<file path="src/rtl/rt_access_sequencer.sv">
`default_nettype none
// ============================================================================
//  Module      : rt_access_sequencer
//  Description : Single-word access sequencer for a racetrack array. Shifts
//                the selected track class to the requested domain position
//                one step per cycle, then fires word line plus read current
//                or write enable, and returns a one-cycle response pulse.
//  Revision    : 1.0 - initial release
// ============================================================================
module rt_access_sequencer #(
  parameter int Nb     = 32,
  parameter int Np     = 8,
  parameter int Nr     = 4,
  parameter int NMU    = 8,
  parameter int RD_LAT = 1
) (
  input  logic                                    clk_i,
  input  logic                                    rstn_i,
  input  logic                                    req_i,
  output logic                                    gnt_o,
  input  logic [$clog2(Np)+$clog2(Nb)-1:0]        addr_i,
  input  logic                                    we_i,
  input  logic [1:0]                              tgt_i,
  input  logic [Nr*NMU-1:0]                       wdata_i,
  output logic                                    rvalid_o,
  output logic [Nr*NMU-1:0]                       rdata_o,
  output logic                                    err_o,
  output logic                                    bz_s_o,
  output logic                                    bz_m_o,
  output logic                                    cur_s_d_o,
  output logic                                    cur_s_m_o,
  output logic                                    cur_s_p_o,
  output logic                                    cur_m_d_o,
  output logic                                    cur_m_m_o,
  output logic                                    cur_m_p_o,
  output logic                                    rd_cur_d_o,
  output logic                                    rd_cur_m_o,
  output logic                                    rd_cur_p_o,
  output logic                                    we_d_o,
  output logic                                    we_m_o,
  output logic                                    we_p_o,
  output logic [Nr*NMU-1:0]                       wdata_o,
  output logic [Nb-1:0]                           word_lines_o,
  input  logic [Nr*NMU-1:0]                       r_data_d_i,
  input  logic [Nr*NMU-1:0]                       r_data_m_i,
  input  logic [Nr*NMU-1:0]                       r_data_p_i
);

  localparam int c_W  = Nr * NMU;
  localparam int c_WL = $clog2(Nb);
  localparam int c_PW = $clog2(Np);
  localparam int c_AW = c_PW + c_WL;
  localparam int c_LW = (RD_LAT > 1) ? $clog2(RD_LAT) : 1;

  typedef enum logic [2:0] {
    ST_IDLE   = 3'd0,
    ST_SHIFT  = 3'd1,
    ST_ACCESS = 3'd2,
    ST_READ   = 3'd3,
    ST_RESP   = 3'd4
  } state_t;

  state_t            r_state;
  state_t            w_state_nxt;

  // Latched request fields
  logic [c_AW-1:0]   r_addr;
  logic              r_we;
  logic [1:0]        r_tgt;
  logic [c_W-1:0]    r_wdata;

  // Current domain position of each track class
  logic [c_PW-1:0]   r_pos_d, r_pos_m, r_pos_p;
  logic [c_PW-1:0]   w_pos_d_nxt, w_pos_m_nxt, w_pos_p_nxt;

  // Read-hold cycle counter (ACCESS + READ cycles)
  logic [c_LW-1:0]   r_lat, w_lat_nxt;

  // Registered control outputs; class vectors are {p, m, d}
  logic              r_bz_s, r_bz_m, r_rvalid, r_err;
  logic [2:0]        r_cur_s, r_cur_m, r_rd_cur, r_we_cls;
  logic [Nb-1:0]     r_wl;
  logic [c_W-1:0]    r_rdata;

  logic              w_bz_s, w_bz_m, w_rvalid, w_err;
  logic [2:0]        w_cur_s, w_cur_m, w_rd_cur, w_we_cls;
  logic [Nb-1:0]     w_wl;
  logic [c_W-1:0]    w_rdata;

  // Effective request fields: live inputs in the grant cycle, latched otherwise
  logic              w_take;
  logic [c_AW-1:0]   w_addr;
  logic              w_we;
  logic [1:0]        w_tgt;
  logic [c_PW-1:0]   w_tpos;
  logic [c_WL-1:0]   w_wlidx;
  logic [c_PW-1:0]   w_cur_pos, w_step_pos, w_npos;
  logic [2:0]        w_cls;
  logic [Nb-1:0]     w_wl_onehot;
  logic [c_W-1:0]    w_rsel;

  function automatic logic [c_PW-1:0] f_pos_sel(
    input logic [1:0]      t,
    input logic [c_PW-1:0] pd,
    input logic [c_PW-1:0] pm,
    input logic [c_PW-1:0] pp
  );
    logic [c_PW-1:0] v;
    case (t)
      2'd0:    v = pd;
      2'd1:    v = pm;
      default: v = pp;
    endcase
    return v;
  endfunction

  assign gnt_o = req_i & (r_state == ST_IDLE) & rstn_i;

  // Request field selection, class decode and read-data mux
  always_comb begin
    w_take      = req_i & (r_state == ST_IDLE);
    w_addr      = w_take ? addr_i : r_addr;
    w_we        = w_take ? we_i   : r_we;
    w_tgt       = w_take ? tgt_i  : r_tgt;
    w_tpos      = w_addr[c_AW-1:c_WL];
    w_wlidx     = w_addr[c_WL-1:0];
    w_wl_onehot = {{(Nb-1){1'b0}}, 1'b1} << w_wlidx;
    case (w_tgt)
      2'd0:    begin w_cls = 3'b001; w_rsel = r_data_d_i; end
      2'd1:    begin w_cls = 3'b010; w_rsel = r_data_m_i; end
      2'd2:    begin w_cls = 3'b100; w_rsel = r_data_p_i; end
      default: begin w_cls = 3'b000; w_rsel = '0;         end
    endcase
  end

  // Next-state, position stepping and read-hold counting
  always_comb begin
    w_state_nxt = r_state;
    w_pos_d_nxt = r_pos_d;
    w_pos_m_nxt = r_pos_m;
    w_pos_p_nxt = r_pos_p;
    w_lat_nxt   = r_lat;
    w_cur_pos   = f_pos_sel(w_tgt, r_pos_d, r_pos_m, r_pos_p);
    w_step_pos  = (w_tpos > w_cur_pos) ? (w_cur_pos + 1'b1) : (w_cur_pos - 1'b1);
    case (r_state)
      ST_IDLE: begin
        if (req_i) begin
          if (tgt_i == 2'd3)            w_state_nxt = ST_RESP;
          else if (w_cur_pos == w_tpos) w_state_nxt = ST_ACCESS;
          else                          w_state_nxt = ST_SHIFT;
        end
      end
      ST_SHIFT: begin
        case (w_tgt)
          2'd0:    w_pos_d_nxt = w_step_pos;
          2'd1:    w_pos_m_nxt = w_step_pos;
          default: w_pos_p_nxt = w_step_pos;
        endcase
        if (w_step_pos == w_tpos) w_state_nxt = ST_ACCESS;
      end
      ST_ACCESS: begin
        if (r_we || (RD_LAT <= 1)) begin
          w_state_nxt = ST_RESP;
        end else begin
          w_state_nxt = ST_READ;
          w_lat_nxt   = c_LW'(1);
        end
      end
      ST_READ: begin
        if (r_lat == c_LW'(RD_LAT - 1)) w_state_nxt = ST_RESP;
        else                            w_lat_nxt   = r_lat + 1'b1;
      end
      ST_RESP: w_state_nxt = ST_IDLE;
      default: w_state_nxt = ST_IDLE;
    endcase
  end

  // Control values for the coming cycle, decoded from next state/positions
  always_comb begin
    w_bz_s   = 1'b0;
    w_bz_m   = 1'b0;
    w_cur_s  = 3'b000;
    w_cur_m  = 3'b000;
    w_rd_cur = 3'b000;
    w_we_cls = 3'b000;
    w_wl     = '0;
    w_rvalid = 1'b0;
    w_err    = 1'b0;
    w_rdata  = '0;
    w_npos   = f_pos_sel(w_tgt, w_pos_d_nxt, w_pos_m_nxt, w_pos_p_nxt);
    case (w_state_nxt)
      ST_SHIFT: begin
        if (w_tpos > w_npos) begin
          w_cur_s = w_cls;
          w_bz_s  = 1'b1;
        end else begin
          w_cur_m = w_cls;
          w_bz_m  = 1'b1;
        end
      end
      ST_ACCESS: begin
        w_wl = w_wl_onehot;
        if (w_we) w_we_cls = w_cls;
        else      w_rd_cur = w_cls;
      end
      ST_READ: begin
        w_wl     = w_wl_onehot;
        w_rd_cur = w_cls;
      end
      ST_RESP: begin
        w_rvalid = 1'b1;
        w_err    = (w_tgt == 2'd3);
        // Capture happens on the edge that ends the last read-hold cycle
        if (!w_we && (w_tgt != 2'd3)) w_rdata = w_rsel;
      end
      default: ;
    endcase
  end

  // State, positions and latched request fields
  always_ff @(posedge clk_i or negedge rstn_i) begin
    if (!rstn_i) begin
      r_state <= ST_IDLE;
      r_pos_d <= '0;
      r_pos_m <= '0;
      r_pos_p <= '0;
      r_lat   <= '0;
      r_addr  <= '0;
      r_we    <= 1'b0;
      r_tgt   <= 2'd0;
      r_wdata <= '0;
    end else begin
      r_state <= w_state_nxt;
      r_pos_d <= w_pos_d_nxt;
      r_pos_m <= w_pos_m_nxt;
      r_pos_p <= w_pos_p_nxt;
      r_lat   <= w_lat_nxt;
      if (w_take) begin
        r_addr  <= addr_i;
        r_we    <= we_i;
        r_tgt   <= tgt_i;
        r_wdata <= wdata_i;
      end
    end
  end

  // Registered array controls and response, cleared asynchronously on reset
  always_ff @(posedge clk_i or negedge rstn_i) begin
    if (!rstn_i) begin
      r_bz_s   <= 1'b0;
      r_bz_m   <= 1'b0;
      r_cur_s  <= 3'b000;
      r_cur_m  <= 3'b000;
      r_rd_cur <= 3'b000;
      r_we_cls <= 3'b000;
      r_wl     <= '0;
      r_rvalid <= 1'b0;
      r_err    <= 1'b0;
      r_rdata  <= '0;
    end else begin
      r_bz_s   <= w_bz_s;
      r_bz_m   <= w_bz_m;
      r_cur_s  <= w_cur_s;
      r_cur_m  <= w_cur_m;
      r_rd_cur <= w_rd_cur;
      r_we_cls <= w_we_cls;
      r_wl     <= w_wl;
      r_rvalid <= w_rvalid;
      r_err    <= w_err;
      r_rdata  <= w_rdata;
    end
  end

  assign rvalid_o     = r_rvalid;
  assign rdata_o      = r_rdata;
  assign err_o        = r_err;
  assign bz_s_o       = r_bz_s;
  assign bz_m_o       = r_bz_m;
  assign cur_s_d_o    = r_cur_s[0];
  assign cur_s_m_o    = r_cur_s[1];
  assign cur_s_p_o    = r_cur_s[2];
  assign cur_m_d_o    = r_cur_m[0];
  assign cur_m_m_o    = r_cur_m[1];
  assign cur_m_p_o    = r_cur_m[2];
  assign rd_cur_d_o   = r_rd_cur[0];
  assign rd_cur_m_o   = r_rd_cur[1];
  assign rd_cur_p_o   = r_rd_cur[2];
  assign we_d_o       = r_we_cls[0];
  assign we_m_o       = r_we_cls[1];
  assign we_p_o       = r_we_cls[2];
  assign wdata_o      = r_wdata;
  assign word_lines_o = r_wl;

endmodule
`default_nettype wire
</file>
<file path="config.mk">
export PLATFORM = sky130hd
export DESIGN_NAME = rt_access_sequencer
export DESIGN_NICKNAME = d
export VERILOG_FILES = /design/src/rtl/rt_access_sequencer.sv
export SDC_FILE = /design/constraint.sdc
export NUM_CORES = 1
export LEC_CHECK = 0
export ABC_AREA = 1
export CORE_MARGIN = 3
export CORE_UTILIZATION = 46
export CTS_BUF_LIST = sky130_fd_sc_hd__clkbuf_16
export CTS_CLUSTER_SIZE = 40
export DETAILED_ROUTE_END_ITERATION = 12
export PLACE_DENSITY_LB_ADDON = 0.05
export SKIP_CTS_REPAIR_TIMING = 1
export SLEW_MARGIN = 20
export SYNTH_ARGS = -nofsm -noshare
export SYNTH_HDL_FRONTEND = slang
export SYNTH_SLANG_ARGS = --single-unit
</file>
<file path="constraint.sdc">
create_clock -name clk_i -period 9.6 [get_ports clk_i]
set_clock_uncertainty 0.05 [all_clocks]
set_input_delay 1.92 -clock clk_i [delete_from_list [all_inputs] [get_ports clk_i]]
set_output_delay 1.92 -clock clk_i [all_outputs]
set_load 0.03 [all_outputs]
</file>
* Word-level counts from Yosys, hierarchy flattened
Index checks and enable logic that the tools add are counted.
Storage, ports and cells: bits of input ports 142, logic and storage cells 85, flip-flop bits (word level) 136
Operators by class: bitwise gates (word level) 2, shift-type cells 1, equal/unequal tests 14, reductions and logical operators 6, add/sub/neg operators 3, order comparisons 2, mux-type cells 38
Operators with widths (count):
- two-way mux 32 bit | 3
- case mux 32 bit (3 select lines) | 1
- two-way mux 3 bit | 18
- left shift 1 x 5 -> 32 bit (first input constant) | 1
- case mux 3 bit (2 select lines) | 3
- == test 3 x 2 -> 1 bit (second input constant) | 4
- case mux 3 bit (4 select lines) | 1
- case mux 3 bit (3 select lines) | 1
- two-way mux 1 bit | 8
- two-way mux 8 bit | 1
- == test 2 bit (second input constant) | 3
- == test 3 x 1 -> 1 bit (second input constant) | 2
- == test 3 bit | 2
- greater-than comparator 3 bit | 2
- two-way mux 2 bit | 2
- OR reduction 2 bit | 2
- adder 3 x 1 -> 3 bit (second input constant) | 1
- == test 3 bit (second input constant) | 1
- logical NOT 3 bit | 1
- subtractor 3 x 1 -> 3 bit (second input constant) | 1
- AND 1 bit | 2
- == test 2 x 1 -> 1 bit (second input constant) | 1
- logical NOT 2 bit | 1
- inequality test 2 bit (second input constant) | 1
- 3 further kinds | 3

* Longest topological paths before layout
Gate-level depths: netlist (run 1).
depth in word-level cells 13, gate-level depth with buffers 34

* Worst setup path after synthesis (run 1)
OpenSTA, ideal clock, no wires.
kind input to register, start point input req_i, end point register r_cur_m[1], cell stages on the path 33, setup slack 4159 ps, data arrival time 5263 ps, path through nand3_2 > nand2_1 > nand2_2 > buf_6 > nand2_1 > nor2_1 > nor3_2 > inv_1 > ha_1 > inv_1 > nor2_1 > nor2_1 > nand2_2 > nand2_4 > xnor2_1 > inv_1 > ha_1 > inv_1 > nand2_1 > nand2_1 > nand2_1 > nand2_1 > o21ai_0 > o22ai_1 > nor2_1 > ha_1 > nand2_1 > nor2_1 > a211oi_1 > a31oi_1 > inv_1 > nand2_1 > nor2_1
Between the ends: longest elaborated chain between the ends 12
Ends and longest elaborated chain:
- from (decl) | line 19 | input logic req_i,
- AND 1 bit | line 121 | w_take = req_i & (r_state == ST_IDLE);
- two-way mux 2 bit
- == test 2 x 1 -> 1 bit or logical NOT 2 bit (tied branches) | line 109, 128, 154
- case mux 3 bit (2 select lines) | line 109 | case (t)
- subtractor 3 x 1 -> 3 bit (tied with other cells) | line 144 | w_step_pos = (w_tpos > w_cur_pos) ? (w_cur_pos + 1'b1) : (w_cur_pos - 1'b1);
- two-way mux 3 bit | line 144
- two-way mux 3 bit | line 154 | case (w_tgt)
- two-way mux 3 bit | line 145 | case (r_state)
- case mux 3 bit (2 select lines) | line 109
- greater-than comparator 3 bit | line 193 | if (w_tpos > w_npos) begin
- two-way mux 3 bit | line 193
- two-way mux 3 bit * | line 191 | case (w_state_nxt)
- named net w_cur_m[1] | line 86 | logic [2:0] w_cur_s, w_cur_m, w_rd_cur, w_we_cls;
- to (signal assigned) | line 264 | r_cur_m <= w_cur_m;
- to (decl) | line 81 | logic [2:0] r_cur_s, r_cur_m, r_rd_cur, r_we_cls;
The timed path passes the listed nets; every way through them passes the cells marked *. A chain may end at the register's enable or synchronous reset.

* Worst setup path after layout (run 1)
start point input req_i, end point register r_cur_m[1]
RTL lines:
- AND 1 bit * | line 121
- two-way mux 8 bit *
- named net w_addr[7] | line 92 | logic [c_AW-1:0] w_addr;
- greater-than comparator 3 bit | line 144
- two-way mux 3 bit | line 144
- two-way mux 3 bit | line 154
- two-way mux 3 bit | line 145
- case mux 3 bit (2 select lines) | line 109
- greater-than comparator 3 bit | line 193
- two-way mux 3 bit | line 193
- two-way mux 3 bit * | line 191
- named net w_cur_m[1] | line 86
Marks and branches as above.

==> results of run 1 <==
[metal layers]
metal	track usage [%]	vias to the layer above	wire length, um
met3	8.325	35	1449
met5	0	-	0
li1	-	2562	-
met4	8.864	0	445
met1	29.08	2576	6466
met2	44.55	252	8998
[cells in the final DEF, fill, tap and decap left out, types with 3 or more instances in the layout]
| master | Yosys | routed |
|---|---|---|
| nand2_4 | 4 | 4 |
| nand2_2 | 5 | 5 |
| nor3_1 | 9 | 9 |
| dfrtp_1 | 135 | 135 |
| inv_6 | 0 | 3 |
| clkbuf_16 | 0 | 17 |
| nand2_1 | 205 | 205 |
| ha_1 | 6 | 6 |
| nor2_1 | 62 | 62 |
| clkinv_4 | 0 | 3 |
| or2_2 | 11 | 11 |
| clkdlybuf4s50_1 | 0 | 253 |
| inv_2 | 3 | 3 |
| nand3_2 | 4 | 4 |
| clkinv_1 | 4 | 5 |
| buf_4 | 1 | 4 |
| clkinv_2 | 0 | 4 |
| nand4_1 | 3 | 3 |
| a311oi_1 | 32 | 32 |
| o21ai_0 | 16 | 16 |
| nand3_1 | 47 | 47 |
| inv_1 | 37 | 37 |
[area by class of cell]
type / count / area (sq um)
multi-input cells: 425 / 2108
repair buffers: 258 / 2574
inverters: 44 / 165.2
flip-flops and latches: 135 / 3378
fillers: 875 / 3149
clock inverters: 15 / 151.4
clock buffers: 17 / 425.4
well taps: 168 / 210.2
[power by group]
group | internal (mW) | switching, mW
clock network | 0.382 | 0.245
logic | 0.512 | 0.991
registers | 0.710 | 0.0634
total | 1.60 | 1.30
[state kept, by name, summed over array words and instances, names as in the netlist, named ones only]
register and count:
r_pos_p 2, rvalid_o 1, r_pos_d 3, r_cur_s 3, r_tgt 2, bz_m_o 1
rdata_o 32, r_we 1, err_o 1, r_pos_m 3, r_we_cls 3, wdata_o 32
r_rd_cur 3, bz_s_o 1, word_lines_o 32, r_addr 8, r_cur_m 3, r_state 3
[Yosys cell counts (all sizes together)]
cell type,n,area [sq um]
nand2,214,845.8
dfrtp,135,3378
nor2,65,256.5
nand3,53,310.3
inv,40,150.1
a311oi,32,280.3
clkbuf,25,93.84
o21ai,19,95.09
or2,11,68.82
nor3,10,55.05
buf,6,56.30
ha,6,75.07
nand4,5,43.79
clkinv,4,15.01
a21oi,2,13.76
o22ai,2,12.51
a211oi,1,7.510
a221oi,1,8.760
a31oi,1,6.260
nand3b,1,7.510
o21a,1,8.760
xnor2,1,8.760
[final timing paths]
path | end | cells after the start
min | wdata_o[12] | 2
min in group asynchronous | word_lines_o[21] | 1
max reg2reg | r_cur_m[1] | 31
max | r_cur_m[1] | 31
max in group asynchronous | r_we_cls[0] | 2
min reg2reg | wdata_o[12] | 2
[logic make-up after synthesis]
group,synth area share (%)
xor gates and xnor gates,0.1511
and+or+nand+nor,27.38
AOI/OAI and AO/OA,7.467
DFF,58.26
buffers and inverters,5.438
adders and majority gates,1.295
[tightest hold or removal path: cells and delay by family (launching register included)]
kind | cells | cell delay [ns]
flops | 1 | 0.34
simple gates | 2 | 0.10
==> run metrics, run 1 <==
Detailed Route Iter0 Violations between 300 and 400; die width roughly 120 um; Routed WL per cell between 15 and 20 um; core area 12160 sq um; RSZ-0062 raised after global routing no; Worst setup SP type input pin; flops & latches, synth ~140; Synth Cell Area around 5800 sq um; PortBufs ~250; placed cell count 1030; htree depth 4; fraction of layout cells with a size suffix above 1 under 10%; largest net degree at the start of global routing between 70 and 80; P_leak around 4 nW; CTS tree done; Slew Viols, Final 0; CP arrival roughly 7.7 ns; crit share post-route between 70% and 80%; Required @ worst endpoint about 10 ns; clk buf depth 2; Root Buffer clkbuf_16; Crit. Startpoint req_i; CTS sink cnt 135; Min Hold Slack about 0.43 ns; CTS Buf Count 17; setup_tns 0 ns; # rows 40; vias per cell between 5 and 6; global route overflow 0; initial antenna violation count 0; number of distinct library cells after synthesis 35; routability cong. 0.9096; kind of cell adding the most delay to the critical path buffers and inverters; syn_nets 783; Worst-Skew Late Latency roughly 0.41 ns; Area after DPL 8436 sq um; Worst R2R Start r_state[1]; class of the most critical hold timing path register to register; Setup WS pre-CTS around 2.3 ns; Die Y-Extent roughly 120 um; Die ar. roughly 14000 sq um; sequential-to-total area share from yosys stat around three fifths; design area 9012 sq um; synthesized area per cell ~9 sq um; worst-path maximum fanout 48; Rel. slew slack between 20% and 30%; Initial Util between 40 and 50%; Total Power roughly 2.9 mW; DR vias about 5400; PnR worst setup slack approximately 2.1 ns; routed wire length about 17 mm; drt drc 0; Final ANT Viol Nets 0; n_diodes 0; Worst VDD drop just over 200 uV; HPWL after DPL 12.49 mm; Layout Nets ~1000; Critical Path Sink Type register; Layout Cells excl Fill approximately 1100; CTS clk-pin slew, worst paths around 0.06 ns; io pins 255; status complete, no violations; r2r setup slk 3.74 ns; cells after synthesis ~640; min cycle time layout ~7.5 ns; P&R area growth vs syn 55.44%; count of final hold-check violations 0; Critical-path top delay cell clkinv_1; critical path type input pin to register; Crit path largest cell delay between 0.9 and 1 ns; final number of setup-violating endpoints 0; Initial DRT Pass Iterations 5; Max Cap Viol 0; Tot GR Track Use ~25%; Worst Path Buf+Inv 7; Max Fclk approximately 130 MHz; min-delay src wdata_o[12]; number of global-route vias before repair roughly 5600; PD cells 322.3 nW/um^2; Syn. warnings 0; Least-Margin Pin Slew approximately 1.1 ns; first-pass GRT wire length 28.39 mm; Final Util between 70% and 80%
No activity file was read; power rests on OpenSTA's default activity.
==> inputs of run 2 (changes only) <==
- CORE_UTILIZATION: 46 -> 38
- clock period: 9.6 -> 6.71 ns (I/O delays scaled with it)
==> run metrics, run 2 (same netlist as run 1, synthesis figures left out) <==
Net Sw Power 1.891 mW (+45%); Gate power share 51.3% (-0.5 points); Clk pwr share 22.8% (+1.2 points); RSZ-0062 raised after global routing no; most frequent cells in the layout clkdlybuf4s50_1, nand2_1, dfrtp_1; PortBufs 254 (unchanged); Total Power 4.279 mW (+47%); io pins 255 (unchanged); clk buf depth 2 (unchanged); P&R area growth vs syn 57.34%; status complete, no violations; P_leak 4.050 nW (+1.1%); Layout Nets 1034 (+0.49%); drt drc 0 (unchanged); initial antenna violation count 0 (unchanged); critical path type input pin to register; worst-path maximum fanout 20 (-58%); Area after DPL 8493 sq um (+0.68%); Worst setup SP type input pin; Detailed Route Iter0 Violations 325 (-13%); # rows 44 (+10%); vias per cell 4.994 (-2.2%); critical path's most frequent cell nand2_1; global route overflow 0 (unchanged); setup_tns 0 ns (unchanged); core area 14750 sq um (+21%); die width 129.5 um (+9.5%); first-pass GRT wire length 27.96 mm (-1.5%); Critical-path top delay cell clkdlybuf4s50_1; most common cell after layout, fill and taps aside clkdlybuf4s50_1; Die ar. 16780 sq um (+20%); n_diodes 0 (unchanged); routability cong. 0.9012 (-0.92%); Routed WL per cell 16.54 um (+1.2%); CTS tree done; class of the most critical hold timing path register to register; Sw Ratio 44.21% (-0.56 points); CP arrival 5.98 ns (-1.76 ns); Min Hold Slack 0.4304 ns (+0.003950 ns); crit share post-route between 80% and 90%; design area 9123 sq um (+1.2%); Max Cap Viol 0 (unchanged); routed wire length 17.91 mm (+3.2%); Critical Path Sink Type register; fraction of layout cells with a size suffix above 1 8.676% (+0.40 points); Initial Util 39.30% (-8.4 points); count of final hold-check violations 0 (unchanged); Rel. slew slack 34.33% (+5.6 points); number of global-route vias before repair 5560 (-0.32%); Required @ worst endpoint 6.94 ns (-2.95 ns); min cycle time layout between 5 and 6 ns; PD cells 469.0 nW/um^2 (+46%); Crit path largest cell delay 0.56 ns (-0.36 ns); Root Buffer clkbuf_16; DR vias 5409 (-0.29%); Worst-Skew Late Latency 0.41 ns (about the same); Flop pwr share 25.9% (-0.7 points); Worst R2R Start r_state[1]; Slew Viols, Final 0 (unchanged); Initial DRT Pass Iterations 4 (-1); HPWL after DPL 13.19 mm (+5.6%); htree depth 4 (unchanged); Crit. Startpoint req_i; r2r setup slk 1.88 ns (-1.86 ns); final number of setup-violating endpoints 0 (unchanged); Max Fclk around 170 MHz; Int Pwr 2.387 mW (+49%); Fill cells 1258 (+44%); Final ANT Viol Nets 0 (unchanged); min-delay src wdata_o[16]; largest net degree at the start of global routing 85 (+9.0%); CTS sink cnt 135 (unchanged); Worst VDD drop 241.1 uV (+18%); CTS clk-pin slew, worst paths 0.06 ns (about the same); Die Y-Extent 129.5 um (+9.5%); Tot GR Track Use 21.45% (-4.0 points); Least-Margin Pin Slew 0.9790 ns (-0.08928 ns); CTS Buf Count 17 (unchanged)
run 2: changes by cell type in the layout (fill, tap and decap cells not counted):
cell	delta
buf_4	+4
buf_6	+1
bufinv_16	+2
clkinv_1	+2
clkinv_2	-3
inv_1	-1
run 2: final timing paths:
path	end	cells after the start
max	r_cur_m[1]	34
min reg2reg	wdata_o[16]	2
max in group asynchronous	r_addr[0]	2
max reg2reg	r_cur_m[1]	34
min in group asynchronous	wdata_o[26]	1
min	wdata_o[16]	2
run 2: layout make-up:
type	instances	area (sq um)	share of cell area, %
inverters	44	165.2	1.810
multi-input cells	425	2108	23.11
repair buffers	263	2615	28.67
flip-flops and latches	135	3378	37.03
clock inverters	15	200.2	2.194
well taps	184	230.2	2.524
clock buffers	17	425.4	4.663
run 2: stage by stage:
step / setup WS [ns] / utilization (%) / instances
after floorplan: 1.847 / - / 635
after global placement: 0.7991 / 57.56 / 1051
after detailed placement: 0.5836 / 57.56 / 1051
after CTS: 1.013 / 61.80 / 1083
after global routing: 0.4216 / 61.83 / 1083
final: 0.9630 / 61.83 / 1083
run 2: power groups by stage:
stage          clock (mW)  combinational [mW]  sequential, mW
6_report            0.977                2.19            1.11
3_3_place_gp            0                2.14            1.12
2_1_floorplan           0                1.19            1.38
3_5_place_dp            0                2.19            1.12
5_1_grt              1.03                2.41            1.13
4_1_cts             0.999                2.20            1.11
run 2: worst max-delay path, delay by kind of cell:
kind	cells	cell delay, ns
XOR/XNOR	1	0.12
adder cells (fa/ha/maj)	3	0.82
buffers and inverters	7	1.17
AND/OR/NAND/NOR	19	1.98
AO/OA/AOI/OAI	4	0.55
run 2: layer usage:
layer	vias to the layer above	part of all wire, %	track usage [%]
met1	2583	40	25.48
met5	-	0	0
li1	2569	-	-
met3	31	7.7	6.595
met4	0	2.5	8.130
met2	226	49	36.71
